==> config.mk <==
export PLATFORM = sky130hd
export DESIGN_NAME = ttl_encoder_4to2_dual_latched_flat
export DESIGN_NICKNAME = d
export VERILOG_FILES = /design/src/rtl/ttl_encoder_4to2_dual_latched_if.sv /design/src/rtl/ttl_encoder_4to2_dual_latched.sv /design/src/flat_wrapper.sv
export SDC_FILE = /design/constraint.sdc
export NUM_CORES = 1
export LEC_CHECK = 0
export CAP_MARGIN = 20
export CORE_ASPECT_RATIO = 0.75
export CORE_MARGIN = 10
export CORE_UTILIZATION = 53
export CTS_BUF_LIST = sky130_fd_sc_hd__clkbuf_4 sky130_fd_sc_hd__clkbuf_8 sky130_fd_sc_hd__clkbuf_16
export DETAILED_ROUTE_END_ITERATION = 10
export HOLD_SLACK_MARGIN = 0.02
export PLACE_DENSITY = 0.81
export SLEW_MARGIN = 20
export SYNTH_ARGS = -nofsm -noshare
export SYNTH_HDL_FRONTEND = slang
export SYNTH_SLANG_ARGS = --single-unit
==> constraint.sdc <==
create_clock -name Clk -period 1.8 [get_ports Clk]
set_input_delay 0.27 -clock Clk [delete_from_list [all_inputs] [get_ports Clk]]
set_output_delay 0.27 -clock Clk [all_outputs]
set_load 0.05 [all_outputs]
==> src/rtl/ttl_encoder_4to2_dual_latched_if.sv <==
// Line bank / result bus between a set of active-low line groups and the
// encoder that latches them. The encoder is the slave; whoever drives the
// lines and consumes the result is the master.
interface ttl_encoder_4to2_dual_latched_if #(
    parameter int unsigned BLOCKS    = 2,
    parameter int unsigned WIDTH_IN  = 4,
    parameter int unsigned WIDTH_OUT = $clog2(WIDTH_IN)
);
    logic [BLOCKS-1:0]           Enable_bar;
    logic [BLOCKS*WIDTH_IN-1:0]  D_2D;
    logic [BLOCKS-1:0]           Ack;
    logic [BLOCKS*WIDTH_OUT-1:0] A_2D;
    logic [BLOCKS-1:0]           Valid;
    logic [BLOCKS-1:0]           Multiple;
    logic [BLOCKS-1:0]           Overrun;

    modport master (
        output Enable_bar,
        output D_2D,
        output Ack,
        input  A_2D,
        input  Valid,
        input  Multiple,
        input  Overrun
    );

    modport slave (
        input  Enable_bar,
        input  D_2D,
        input  Ack,
        output A_2D,
        output Valid,
        output Multiple,
        output Overrun
    );
endinterface

==> src/rtl/ttl_encoder_4to2_dual_latched.sv <==
// Dual 4-line to 2-line priority encoder with qualified, latched outputs.
// Each block debounces its active-low line group, encodes the highest low
// line, holds the result until acknowledged, then waits for the lines to be
// released before it can arm again (one event per press).
module ttl_encoder_4to2_dual_latched #(
    parameter int unsigned BLOCKS        = 2,
    parameter int unsigned WIDTH_IN      = 4,
    parameter int unsigned WIDTH_OUT     = $clog2(WIDTH_IN),
    parameter int unsigned STABLE_CYCLES = 2,
    parameter int unsigned DELAY_RISE    = 0,
    parameter int unsigned DELAY_FALL    = 0
) (
    input  logic                           Clk,
    input  logic                           Clear_bar,
    ttl_encoder_4to2_dual_latched_if.slave bus
);

    localparam int unsigned CW = $clog2(STABLE_CYCLES + 1);
    localparam logic [CW-1:0] STABLE_C = CW'(STABLE_CYCLES);

    typedef enum logic [1:0] {
        ST_IDLE,
        ST_QUALIFY,
        ST_HOLD,
        ST_RELEASE
    } state_t;

    // Rise/fall delays of the original part are not modelled: outputs come
    // straight from flops, so there is nothing to delay in synthesis.
    if (DELAY_RISE != 0 || DELAY_FALL != 0) begin : g_delay_unmodelled
    end

    logic [BLOCKS*WIDTH_OUT-1:0] a_all;
    logic [BLOCKS-1:0]           valid_all;
    logic [BLOCKS-1:0]           mult_all;
    logic [BLOCKS-1:0]           ovr_all;

    for (genvar b = 0; b < BLOCKS; b++) begin : g_block
        logic [WIDTH_IN-1:0]  lines;
        logic [WIDTH_IN-1:0]  low;
        logic                 any_low;
        logic                 active;
        logic                 multi;
        logic [WIDTH_OUT-1:0] code;

        state_t               state_q, state_d;
        logic [CW-1:0]        count_q, count_d;
        logic [CW-1:0]        count_inc;
        logic [WIDTH_OUT-1:0] code_q, code_d;
        logic [WIDTH_OUT-1:0] a_q, a_d;
        logic                 valid_q, valid_d;
        logic                 mult_q, mult_d;
        logic                 ovr_q, ovr_d;

        assign lines     = bus.D_2D[b*WIDTH_IN +: WIDTH_IN];
        assign low       = ~lines;
        assign any_low   = |low;
        assign active    = ~bus.Enable_bar[b] & any_low;
        assign multi     = (low & (low - WIDTH_IN'(1))) != '0;
        assign count_inc = count_q + CW'(1);

        // Priority encode: later (higher) indices override earlier ones.
        always_comb begin
            code = '0;
            for (int unsigned i = 0; i < WIDTH_IN; i++) begin
                if (low[i]) begin
                    code = WIDTH_OUT'(i);
                end
            end
        end

        // State and output registers with synchronous active-low clear.
        always_ff @(posedge Clk) begin
            if (!Clear_bar) begin
                state_q <= ST_IDLE;
                count_q <= '0;
                code_q  <= '0;
                a_q     <= '0;
                valid_q <= 1'b0;
                mult_q  <= 1'b0;
                ovr_q   <= 1'b0;
            end else begin
                state_q <= state_d;
                count_q <= count_d;
                code_q  <= code_d;
                a_q     <= a_d;
                valid_q <= valid_d;
                mult_q  <= mult_d;
                ovr_q   <= ovr_d;
            end
        end

        // Qualify/hold/release sequencing and next output values.
        always_comb begin
            state_d = state_q;
            count_d = count_q;
            code_d  = code_q;
            a_d     = a_q;
            valid_d = valid_q;
            mult_d  = mult_q;
            ovr_d   = ovr_q;

            case (state_q)
                ST_IDLE: begin
                    if (active) begin
                        code_d  = code;
                        count_d = CW'(1);
                        if (STABLE_CYCLES == 1) begin
                            state_d = ST_HOLD;
                            a_d     = code;
                            valid_d = 1'b1;
                            mult_d  = multi;
                            ovr_d   = 1'b0;
                        end else begin
                            state_d = ST_QUALIFY;
                        end
                    end
                end

                ST_QUALIFY: begin
                    if (!active) begin
                        state_d = ST_IDLE;
                        count_d = '0;
                    end else if (code == code_q) begin
                        count_d = count_inc;
                        if (count_inc == STABLE_C) begin
                            state_d = ST_HOLD;
                            a_d     = code_q;
                            valid_d = 1'b1;
                            mult_d  = multi;
                            ovr_d   = 1'b0;
                        end
                    end else begin
                        code_d  = code;
                        count_d = CW'(1);
                    end
                end

                // Enable is ignored here so a held result cannot be lost.
                ST_HOLD: begin
                    if (bus.Ack[b]) begin
                        state_d = ST_RELEASE;
                        count_d = '0;
                        valid_d = 1'b0;
                        ovr_d   = 1'b0;
                    end else if (any_low && (code != a_q)) begin
                        ovr_d = 1'b1;
                    end
                end

                ST_RELEASE: begin
                    if (active) begin
                        count_d = '0;
                    end else if (count_inc == STABLE_C) begin
                        state_d = ST_IDLE;
                        count_d = '0;
                    end else begin
                        count_d = count_inc;
                    end
                end

                default: begin
                    state_d = ST_IDLE;
                    count_d = '0;
                end
            endcase
        end

        assign a_all[b*WIDTH_OUT +: WIDTH_OUT] = a_q;
        assign valid_all[b]                    = valid_q;
        assign mult_all[b]                     = mult_q;
        assign ovr_all[b]                      = ovr_q;
    end

    assign bus.A_2D     = a_all;
    assign bus.Valid    = valid_all;
    assign bus.Multiple = mult_all;
    assign bus.Overrun  = ovr_all;

endmodule

==> src/flat_wrapper.sv <==
// flat-port wrapper written by rule: the top's interface ports become plain ports
module ttl_encoder_4to2_dual_latched_flat 
#(
    parameter int unsigned BLOCKS        = 2,
    parameter int unsigned WIDTH_IN      = 4,
    parameter int unsigned WIDTH_OUT     = $clog2(WIDTH_IN),
    parameter int unsigned STABLE_CYCLES = 2,
    parameter int unsigned DELAY_RISE    = 0,
    parameter int unsigned DELAY_FALL    = 0
)
  (Clk, Clear_bar, bus_Enable_bar, bus_D_2D, bus_Ack, bus_A_2D, bus_Valid, bus_Multiple, bus_Overrun);
  ttl_encoder_4to2_dual_latched_if #(.BLOCKS(BLOCKS), .WIDTH_IN(WIDTH_IN), .WIDTH_OUT(WIDTH_OUT)) bus_i ();
  input  logic Clk;
  input  logic Clear_bar;
  input wire logic [$bits(bus_i.Enable_bar)-1:0] bus_Enable_bar;
  input wire logic [$bits(bus_i.D_2D)-1:0] bus_D_2D;
  input wire logic [$bits(bus_i.Ack)-1:0] bus_Ack;
  output wire logic [$bits(bus_i.A_2D)-1:0] bus_A_2D;
  output wire logic [$bits(bus_i.Valid)-1:0] bus_Valid;
  output wire logic [$bits(bus_i.Multiple)-1:0] bus_Multiple;
  output wire logic [$bits(bus_i.Overrun)-1:0] bus_Overrun;
  assign bus_i.Enable_bar = bus_Enable_bar;
  assign bus_i.D_2D = bus_D_2D;
  assign bus_i.Ack = bus_Ack;
  assign bus_A_2D = bus_i.A_2D;
  assign bus_Valid = bus_i.Valid;
  assign bus_Multiple = bus_i.Multiple;
  assign bus_Overrun = bus_i.Overrun;
  ttl_encoder_4to2_dual_latched #(.BLOCKS(BLOCKS), .WIDTH_IN(WIDTH_IN), .WIDTH_OUT(WIDTH_OUT), .STABLE_CYCLES(STABLE_CYCLES), .DELAY_RISE(DELAY_RISE), .DELAY_FALL(DELAY_FALL)) u_core (.Clk(Clk), .Clear_bar(Clear_bar), .bus(bus_i));
endmodule
Yosys cells after proc, flatten, opt, wreduce, memory -nomap -nowiden

Index checks and enable logic that the tools add are counted.
Widths: inputs -> output; s select.

Muxes and demuxes: 64
Bitwise operators: 8
Reductions and logical operators: 24
$add $sub $neg: 4
Eq/ne operators: 34

Operators with widths:

| operator            | number |
|---|---|
| $mux 2              | 34 |
| $pmux 2 s4          | 4 |
| $mux 1              | 20 |
| $ne 2x1->1 const B  | 10 |
| $reduce_and 5->1    | 4 |
| $reduce_and 4->1    | 4 |
| $eq 2x2->1 const B  | 6 |
| $ne 2x2->1 const B  | 6 |
| $ne 3x3->1 const B  | 4 |
| $reduce_and 6->1    | 2 |
| $and 4x4->4         | 2 |
| $not 4->4           | 2 |
| $pmux 1 s2          | 4 |
| $pmux 2 s2          | 2 |
| $reduce_bool 2->1   | 4 |
| $reduce_bool 4->1   | 2 |
| $reduce_or 4->1     | 2 |
| $sub 4x1->4 const B | 2 |
| $ne 3x2->1 const B  | 2 |
| $add 2x1->2 const B | 2 |
| $eq 2x1->1 const B  | 2 |
| $eq 2x2->1          | 2 |
| $logic_not 2->1     | 2 |
| $ne 2x2->1          | 2 |
| 4 further kinds     | 8 |

Output and inout port bits: 10
Word-level logic and storage cells: 148
Flip-flop bits (word level): 22

Longest topological paths before layout

Gate-level depths: netlist (run 1).

Depth after elaboration: 9
Gate-level depth with buffers: 8
Mapped depth without buffers: 8

Least setup slack after synthesis (run 1)

Ideal clock, no wire load.

Kind: register to register
Start: register u_core.g_block[1].a_q[1]
End: register u_core.g_block[1].ovr_q
Stages on the path, launching flop included: 7
Buffers on the path: 0
Library setup time: 0.086 ns
Data arrival time: 1.393 ns
Required time: 1.714 ns
Setup slack: 0.322 ns
Period minus slack after synthesis: 1.478 ns
Path through: dfxtp_1 -> nand2_1 -> a21oi_1 -> o32ai_1 -> a32oi_1 -> a21oi_1 -> a211oi_1

Longest elaborated chain between the ends: 4

RTL lines:

| element                    | RTL line                             | source |
|---|---|---|
| from (decl)                | ttl_encoder_4to2_dual_latched.sv:50  | `logic [WIDTH_OUT-1:0] a_q, a_d;` |
| from (signal assigned)     | ttl_encoder_4to2_dual_latched.sv:78  | `a_q <= '0;` |
| from (signal assigned)     | ttl_encoder_4to2_dual_latched.sv:86  | `a_q <= a_d;` |
| $ne 2x2->1                 | ttl_encoder_4to2_dual_latched.sv:146 | `end else if (any_low && (code != a_q)) begin` |
| $logic_and 1x1->1          | ttl_encoder_4to2_dual_latched.sv:146 |  |
| $ne 3x2->1 (no line)       | --                                   |  |
| $reduce_and 5->1 (no line) | --                                   |  |
| to (signal assigned)       | ttl_encoder_4to2_dual_latched.sv:89  | `ovr_q <= ovr_d;` |
| to (decl)                  | ttl_encoder_4to2_dual_latched.sv:53  | `logic ovr_q, ovr_d;` |

Every way passes these cells.
A chain may end at the register's enable or synchronous reset.

==> qor.txt, run 1 <==
Final WL -> 3960 microns
Total GRT Usage -> 0.144
Combinational share of power -> 0.336
Fmax -> 580 MHz
DRC violations left -> 0
M3 GR Usage -> 0.0349
Grt total ovfl -> 0
Most numerous cell in the Yosys netlist -> dfxtp_1
H-tree levels -> 1
R2r setup slk -> 0.15 ns
Hold Fails Final Rpt -> 0
Synth top area share -> 0.285
Slew Limit Fails -> 0
Post-CTS Hold Fix Bufs -> 0
Number of clock sinks -> 22
Tcrit/Tclk final -> 0.958
Critical Path RT -> 2.00 ns
Switching Fraction -> 0.349
GRT busiest layer -> met2
Slew margin rel. -> 0.657
Cells after Synth -> 194
Number of global-route vias before repair -> 1,429
Worst skew pair latency -> 0.26 ns
Via Count -> 1,503
Core Area -> 2700 sq um
P_sw -> 0.467 mW
Cells along the critical path -> clkdlybuf4s50_1, a41o_2, nor2_8, nor2_1, a221o_1, nand3_1, mux2i_1
Synthesis-stage register bit count -> 22
Number of nets with antenna violations after routing -> 0
Clock transition at path regs -> 0.08 ns
Crit Path Max Fanout -> 9
Wire length per cell -> 15.4 microns
Worst ir drop on vdd -> 0.538 mV
Die Wd -> 82.4 microns
Final Skew -> 0.00171 ns
Crit-path slowest cell -> clkdlybuf4s50_1
Crit path DAT -> 1.92 ns
Internal power -> 0.870 mW
TNS Setup -> 0 ns
Die Y -> 66.8 microns
Worst-Margin Slew -> 0.513 ns
EDFF count, synth -> 0
Pre-antenna DRT Iters -> 5
Final RePlAce weighted congestion -> 0.854
Io pins -> 24
Max-cap violations -> 0
Pre-CTS setup slack -> -0.288 ns
Hold Path Sink -> u_core.g_block[1].code_q[0]$_SDFFE_PN0P_
Die area -> 5500 sq um
Root Driver -> clkbuf_8
Synth Flop Type -> dfxtp_1
Layout Nets -> 245
Syn. warnings -> 0
PnR Total Power -> 1.34 mW
Synth area leader -> dfxtp_1
Critical path class -> in2reg
Cell count of the worst reg-to-reg path -> 7
Outcome -> finished, final reports clean
Synth Area per Inst -> 7.97 sq um
Dpl hpwl -> 3100 microns
Sequential element share of the synthesized area -> 0.285
Slowest cell delay on critical path -> 0.49 ns
Row cnt -> 16
Pwr/cell area -> 713 nW/um^2
Initial antenna violation count -> 0
Clock share of power -> 0.232
Share of layout cells above drive strength 1 -> 0.173
Critical Path Sink Type -> flip-flop
Initial Util -> 0.572
Post-CTS Setup Repair Bufs -> 0
Leak -> 0.752 nW
First-pass GRT wire length -> 6540 microns
Num CTS Buffers -> 3
Period minus WS final -> 1.72 ns
Post-Syn Area -> 1550 sq um
Hold Path Origin -> bus_D_2D[7]
Min-Delay Path Class -> in2reg
Commonest cells post-synth -> 22 x dfxtp_1, 20 x nand2_1, 17 x nor2_1
Setup-violating endpoint count in the final report -> 0
RR Endpoint -> u_core.g_block[1].code_q[1]$_SDFFE_PN0P_
Min-Delay Path Depth -> 3
Worst setup margin -> 0.0754 ns
Flop pwr share -> 0.432
I/O Buffers -> 23
Critical Path Source Type -> input pin
DRT iter0 DRCs -> 103
Unique cell type count in the Yosys netlist -> 48
Syn Nets -> 217
GR Layer Usage met1 -> 0.180
Post-layout util -> 0.694
Vias/cell -> 5.87
Fraction of registers with async set/reset -> 0
Worst-case clock buffer depth -> 2
Synth area leaders -> dfxtp_1 29%, ha_1 7.3%, nand3_1 5.2%
Ant. Diodes -> 0
Area Overhead vs Synth -> 21.4%
TritonCTS clock tree -> yes
Largest net degree at the start of global routing -> 13
GRT met2 Usage -> 0.243
sequential cells by signal, indices dropped and copies added (netlist names), named ones only:
register / flops
u_core.g_block.code_q: 4
u_core.g_block.valid_q: 2
u_core.g_block.a_q: 4
u_core.g_block.ovr_q: 2
u_core.g_block.state_q: 2
u_core.g_block.count_q: 4
u_core.g_block.mult_q: 2
how the worst max path moves through the flow:
| stage | cells after the start | to | from | slack (ns) |
|---|---|---|---|---|
| global route | 6 | u_core.g_block[1].code_q[1]$_SDFFE_PN0P_ | bus_D_2D[5] | -0.04 |
| finish | 7 | flip-flop | bus_D_2D[5] | 0.08 |
| global placement | 7 | u_core.g_block[1].a_q[0]$_SDFFE_PN0P_ | bus_D_2D[7] | -0.17 |
| floorplan | 6 | u_core.g_block[1].ovr_q$_SDFFE_PN0P_ | u_core.g_block[1].a_q[1]$_SDFFE_PN0P_ | 0.32 |
| detailed placement | 7 | flip-flop | bus_D_2D[7] | -0.29 |
| CTS | 7 | u_core.g_block[1].code_q[1]$_SDFFE_PN0P_ | bus_D_2D[7] | 0.02 |
power groups by stage:
stage / Clock (mW) / Combinational [mW] / Sequential [mW]
3_5_place_dp: 0 / 0.430 / 0.585
3_3_place_gp: 0 / 0.411 / 0.582
2_1_floorplan: 0 / 0.321 / 0.569
6_report: 0.310 / 0.449 / 0.578
4_1_cts: 0.318 / 0.434 / 0.574
5_1_grt: 0.330 / 0.488 / 0.584
cell usage in the layout, fill, tap and decap left out, types with 2 or more instances in the layout:
cell type        Yosys  final
a211oi_1             2      2
a21oi_1             15     14
a311oi_1             6      6
a31oi_1              3      3
buf_4                8     23
clkbuf_8             1      3
clkdlybuf4s50_1      0     16
dfxtp_1             22     21
dlymetal6s2s_1       0      2
ha_1                 9      9
inv_1               12     11
maj3_1               2      2
mux2i_1              3      3
nand2_1             20     20
nand2b_1             3      3
nand3_1             16     16
nand4_1              2      2
nor2_1              17     17
nor2b_1              3      3
nor3_1               2      2
o21ai_0              8      8
o21ai_1              2      2
o21ai_2              2      2
o32ai_1              2      2
stage by stage:
stage / instances / hold WS (ns) / cell area (sq um)
global route: 256 / 0.470 / 1880
CTS: 256 / 0.473 / 1850
floorplan: 194 / 0.432 / 1550
finish: 256 / 0.451 / 1880
global placement: 253 / 0.456 / 1810
detailed placement: 253 / 0.463 / 1810
per-layer routing:
layer,vias up,part of all wire
li1,741,-
met1,712,0.44
met2,46,0.49
met3,4,0.051
met4,0,0.011
met5,-,0
kinds of logic (layout without fill, tap and decap cells):
group	count (synthesis)	in the layout	share of synthesized area
buf+inv	30	56	0.115
compound gates	53	53	0.245
fa+ha+maj	11	11	0.0858
mux	3	3	0.0194
flops	22	22	0.285
simple gates	74	74	0.244
xor+xnor	1	1	0.00567
what timing repair did:
| action | 4_1_cts | 5_1_grt |
|---|---|---|
| pin swaps | 0 | 6 |
| resized for setup | 1 | 8 |
| setup endpoints to repair | 1 | 9 |
layout make-up:
class                   count  area (sq um)
clock buffers               3          41.3
fillers                   221           827
inverters                  12          45.0
multi-input cells         142           945
flip-flops and latches     22           442
well taps                  36          45.0
repair buffers             41           358
critical path, delay by kind of cell:
family	cells	cell delay, ns
compound gates	2	0.69
simple gates	3	0.28
buf+inv	1	0.49
mux	1	0.18
No activity file was read; power rests on OpenSTA's default activity.
==> run 2: changes to the inputs <==
CAP_MARGIN = default   (was 20)
CORE_UTILIZATION = 55   (was 53)
DONT_BUFFER_PORTS = 1   (was default)
PLACE_DENSITY = 0.72   (was 0.81)
==> qor.txt, run 2 (same netlist as run 1, synthesis figures left out) <==
Setup-violating endpoint count in the final report -> 0
RR Endpoint -> u_core.g_block[1].state_q[0]$_SDFFE_PN0P_
Root Driver -> clkbuf_8
Max-cap violations -> 0
Io pins -> 24
Final instance area -> 1560 sq um
Crit Path Max Fanout -> 4
Fmax -> 603 MHz
Wire length per cell -> 15.9 microns
TritonCTS clock tree -> yes
Critical Path Source Type -> flip-flop
Dpl hpwl -> 2630 microns
Worst-Margin Slew -> 0.549 ns
Worst ir drop on vdd -> 0.518 mV
Pre-antenna DRT Iters -> 4
TNS Setup -> 0 ns
Layout Nets -> 208
Worst-case clock buffer depth -> 2
DRC violations left -> 0
Hold Fails Final Rpt -> 0
Initial antenna violation count -> 0
R2r setup slk -> 0.14 ns
Tcrit/Tclk final -> 0.922
Via Count -> 1,368
CP endpoint -> u_core.g_block[1].state_q[0]$_SDFFE_PN0P_
Worst skew pair latency -> 0.26 ns
Final Skew -> 0.000549 ns
Critical Path RT -> 1.93 ns
Die Y -> 65.9 microns
Period minus WS final -> 1.66 ns
Slew margin rel. -> 0.634
DRT iter0 DRCs -> 150
Min-Delay Path Class -> in2reg
Largest net degree at the start of global routing -> 18
Critical Path Sink Type -> flip-flop
Row cnt -> 16
First-pass GRT wire length -> 5760 microns
RSZ-0062 raised after global routing -> false
Final RePlAce weighted congestion -> 0.873
Vias/cell -> 6.22
Total GRT Usage -> 0.131
H-tree levels -> 1
Fillers -> 250
Num CTS Buffers -> 3
Pwr/cell area -> 881 nW/um^2
Die Wd -> 81.2 microns
Most common cell after layout, fill and taps aside -> dfxtp_1
Share of layout cells above drive strength 1 -> 0.0870
Number of nets with antenna violations after routing -> 0
Post-CTS Hold Fix Bufs -> 0
Die area -> 5350 sq um
Largest regs -> u_core.g_block.a_q x4, u_core.g_block.code_q x4, u_core.g_block.count_q x4
I/O Buffers -> 0
Clock transition at path regs -> 0.08 ns
Post-CTS Setup Repair Bufs -> 0
Initial Util -> 0.585
Core Area -> 2640 sq um
Placed Area -> 1490 sq um
Min-Delay Path Depth -> 1
Grt total ovfl -> 0
Cell count of the worst reg-to-reg path -> 8
Area Overhead vs Synth -> 0.891%
Number of global-route vias before repair -> 1,222
Leak -> 0.581 nW
Final WL -> 3490 microns
Number of clock sinks -> 22
Slew Limit Fails -> 0
Ant. Diodes -> 0
Outcome -> finished, final reports clean
Critical path class -> reg2reg
Crit path DAT -> 1.79 ns
Commonest non-fill, non-tap cells in the layout -> 22 x dfxtp_1, 20 x nand2_1, 17 x nor2_1, 16 x nand3_1, 15 x a21oi_1
[run 2: how the worst min path moves through the flow]
stage,start,end
finish,bus_D_2D[3],u_core.g_block[0].code_q[0]$_SDFFE_PN0P_
global route,bus_D_2D[7],u_core.g_block[1].code_q[0]$_SDFFE_PN0P_
CTS,bus_D_2D[7],u_core.g_block[1].code_q[0]$_SDFFE_PN0P_
detailed placement,bus_D_2D[7],u_core.g_block[1].code_q[0]$_SDFFE_PN0P_
global placement,bus_D_2D[3],u_core.g_block[0].code_q[0]$_SDFFE_PN0P_
floorplan,Clear_bar,u_core.g_block[1].valid_q$_SDFFE_PN0P_
[run 2: layer usage]
layer	part of all wire	vias to the layer above	GRT usage
li1	-	672	-
met1	0.45	640	0.172
met2	0.45	52	0.198
met3	0.090	4	0.0557
met4	0.0080	0	0.0194
met5	0	-	0
[run 2: repair_timing]
item,in CTS,in global routing
endpoints found under the hold margin,0,0
resized for setup,0,1
setup endpoints to repair,0,1
[run 2: power breakdown]
part	switching [mW]	internal, mW
sequential	0.0860	0.526
combinational	0.170	0.122
clock	0.172	0.297
total	0.428	0.946
[run 2: area by class of cell]
cell class	count	area, sq um	share of cell area
clock buffers	3	41.3	0.0265
clock inverters	1	30.0	0.0193
inverters	12	45.0	0.0289
multi-input cells	142	927	0.595
flip-flops and latches	22	440	0.283
well taps	36	45.0	0.0289
repair buffers	4	30.0	0.0193
[run 2: worst max-delay path, cell delays in order, from the launching register on]
cell	delay (ns)
dfxtp_1	0.35
inv_1	0.12
ha_1	0.24
inv_2	0.10
nor2_8	0.14
nor2_1	0.06
a221o_1	0.31
a21oi_1	0.16
a311oi_1	0.06
[run 2: per-stage QoR]
step | worst slack [ns] | utilization | power [mW] | std cells | hold WS, ns
2_1_floorplan | 0.322 | - | 0.890 | 194 | 0.432
3_3_place_gp | 0.166 | 0.563 | 0.896 | 216 | 0.382
3_5_place_dp | 0.154 | 0.563 | 0.906 | 216 | 0.386
4_1_cts | 0.115 | 0.590 | 1.37 | 220 | 0.102
5_1_grt | 0.0232 | 0.590 | 1.44 | 220 | 0.0999
6_report | 0.141 | 0.590 | 1.37 | 220 | 0.103
==> run 3: changes to the inputs <==
CORE_MARGIN = 2   (was 10)
clock period = 1.83 ns   (was 1.8 ns; I/O delays follow)
==> qor.txt, run 3 (same netlist as run 1, synthesis figures left out) <==
Slowest cell delay on critical path -> 0.43 ns
Number of clock sinks -> 22
TritonCTS clock tree -> yes
First-pass GRT wire length -> 5760 microns
Core Area -> 2640 sq um
TNS Setup -> 0 ns
Slew margin rel. -> 0.622
Post_cts resized -> 0
Final WL -> 3270 microns
Total GRT Usage -> 0.223
Grt total ovfl -> 0
PnR Total Power -> 1.35 mW
Clock transition at path regs -> 0.08 ns
Final Skew -> 0.00401 ns
Share of layout cells above drive strength 1 -> 0.0924
RR Endpoint -> u_core.g_block[1].state_q[0]$_SDFFE_PN0P_
Most common cell after layout, fill and taps aside -> dfxtp_1
Clock share of power -> 0.338
Number of nets with antenna violations after routing -> 0
Largest regs -> u_core.g_block.a_q x4, u_core.g_block.code_q x4, u_core.g_block.count_q x4
Hold Path Origin -> bus_D_2D[2]
Worst setup margin -> 0.119 ns
Fmax -> 585 MHz
Critical Path RT -> 1.96 ns
Ant. Diodes -> 0
Internal power -> 0.932 mW
Cells along the critical path -> ha_1, inv_1, nor2_8, nor2_1, a221o_1, a21oi_2, a311oi_1
Largest net degree at the start of global routing -> 18
Crit path DAT -> 1.84 ns
H-tree levels -> 1
M3 GR Usage -> 0.0616
Row cnt -> 16
Critical Path Sink Type -> flip-flop
Max-cap violations -> 0
Slew Limit Fails -> 0
Min-Delay Path Class -> in2reg
Worst-case clock buffer depth -> 2
Top delay family on crit path -> compound AO/OA/AOI/OAI gates
DRT iter0 DRCs -> 126
Worst ir drop on vdd -> 0.524 mV
Post-CTS Setup Repair Bufs -> 0
Area Overhead vs Synth -> 1.38%
I/O Buffers -> 0
Pre-antenna DRT Iters -> 4
Dpl hpwl -> 2380 microns
GRT busiest layer -> met2
P_sw -> 0.421 mW
Cell count of the worst reg-to-reg path -> 7
Crit path buffers/inverters -> 1
GRT met2 Usage -> 0.335
Critical Path Source Type -> flip-flop
R2r startpoint -> u_core.g_block[1].state_q[0]$_SDFFE_PN0P_
GR Layer Usage met1 -> 0.323
Pwr/cell area -> 864 nW/um^2
Combinational share of power -> 0.216
Crit-path slowest cell -> dfxtp_1
Flop pwr share -> 0.446
Hold Path Sink -> u_core.g_block[0].code_q[1]$_SDFFE_PN0P_
RSZ-0062 raised after global routing -> false
Switching Fraction -> 0.311
Worst-Margin Slew -> 0.566 ns
Die area -> 3250 sq um
Vias/cell -> 6.19
Commonest non-fill, non-tap cells in the layout -> 22 x dfxtp_1, 20 x nand2_1, 17 x nor2_1, 16 x nand3_1, 13 x a21oi_1
Tcrit/Tclk final -> 0.935
Period minus WS final -> 1.71 ns
Num CTS Buffers -> 3
Outcome -> finished, final reports clean
Critical path class -> reg2reg
Die Y -> 49.9 microns
Final instance area -> 1570 sq um
Die Wd -> 65.2 microns
Pre-CTS setup slack -> 0.157 ns
Worst hold slack -> 0.110 ns
Via Count -> 1,362
Io pins -> 24
Placed Area -> 1490 sq um
Setup-violating endpoint count in the final report -> 0
Initial antenna violation count -> 0
Leak -> 0.582 nW
Final RePlAce weighted congestion -> 0.873
Fillers -> 241
Root Driver -> clkbuf_8
Worst skew pair latency -> 0.27 ns
Hold Fails Final Rpt -> 0
Initial Util -> 0.585
Crit Path Max Fanout -> 5
R2r setup slk -> 0.12 ns
DRC violations left -> 0
Number of global-route vias before repair -> 1,288
Min-Delay Path Depth -> 1
Post-CTS Hold Fix Bufs -> 0
Layout Nets -> 208
Wire length per cell -> 14.9 microns
run 3: cell counts in the layout (fill, tap and decap cells not counted):
No cell type changed its count.
run 3: layout make-up:
type                    instances  area (sq um)  area share
clock inverters                 1          30.0      0.0192
well taps                      36          45.0      0.0288
multi-input cells             142           935       0.597
inverters                      12          45.0      0.0288
flip-flops and latches         22           440       0.281
clock buffers                   3          41.3      0.0264
repair buffers                  4          30.0      0.0192
run 3: per-stage QoR:
step,std cells,util
after global routing,220,0.593
after CTS,220,0.590
after global placement,216,0.563
final,220,0.593
after floorplan,194,-
after detailed placement,216,0.563
run 3: worst max path at each step:
stage                                              start                                   endpoint  slack, ns  cells past startpoint
6_report       u_core.g_block[1].state_q[0]$_SDFFE_PN0P_  u_core.g_block[1].state_q[0]$_SDFFE_PN0P_       0.12                      7
4_1_cts                                        flip-flop   u_core.g_block[1].code_q[0]$_SDFFE_PN0P_       0.13                      7
2_1_floorplan                                bus_D_2D[7]                                  flip-flop       0.35                      8
3_5_place_dp                                   flip-flop   u_core.g_block[1].code_q[0]$_SDFFE_PN0P_       0.16                      7
5_1_grt                                        flip-flop  u_core.g_block[1].state_q[0]$_SDFFE_PN0P_      0.007                      8
3_3_place_gp                                   flip-flop  u_core.g_block[1].state_q[0]$_SDFFE_PN0P_       0.20                      7
run 3: routing by layer:
metal / vias up / routed length [microns] / part of all wire
met1: 632 / 1570 / 0.48
met5: - / 0 / 0
met2: 49 / 1410 / 0.43
met3: 4 / 256 / 0.078
li1: 677 / - / -
met4: 0 / 32 / 0.0098
run 3: power by group through the flow:
stage | Sequential [mW] | Clock (mW) | Combinational, mW
floorplan | 0.559 | 0 | 0.316
global placement | 0.610 | 0 | 0.269
detailed placement | 0.612 | 0 | 0.279
CTS | 0.601 | 0.463 | 0.281
global route | 0.610 | 0.487 | 0.326
finish | 0.603 | 0.458 | 0.292
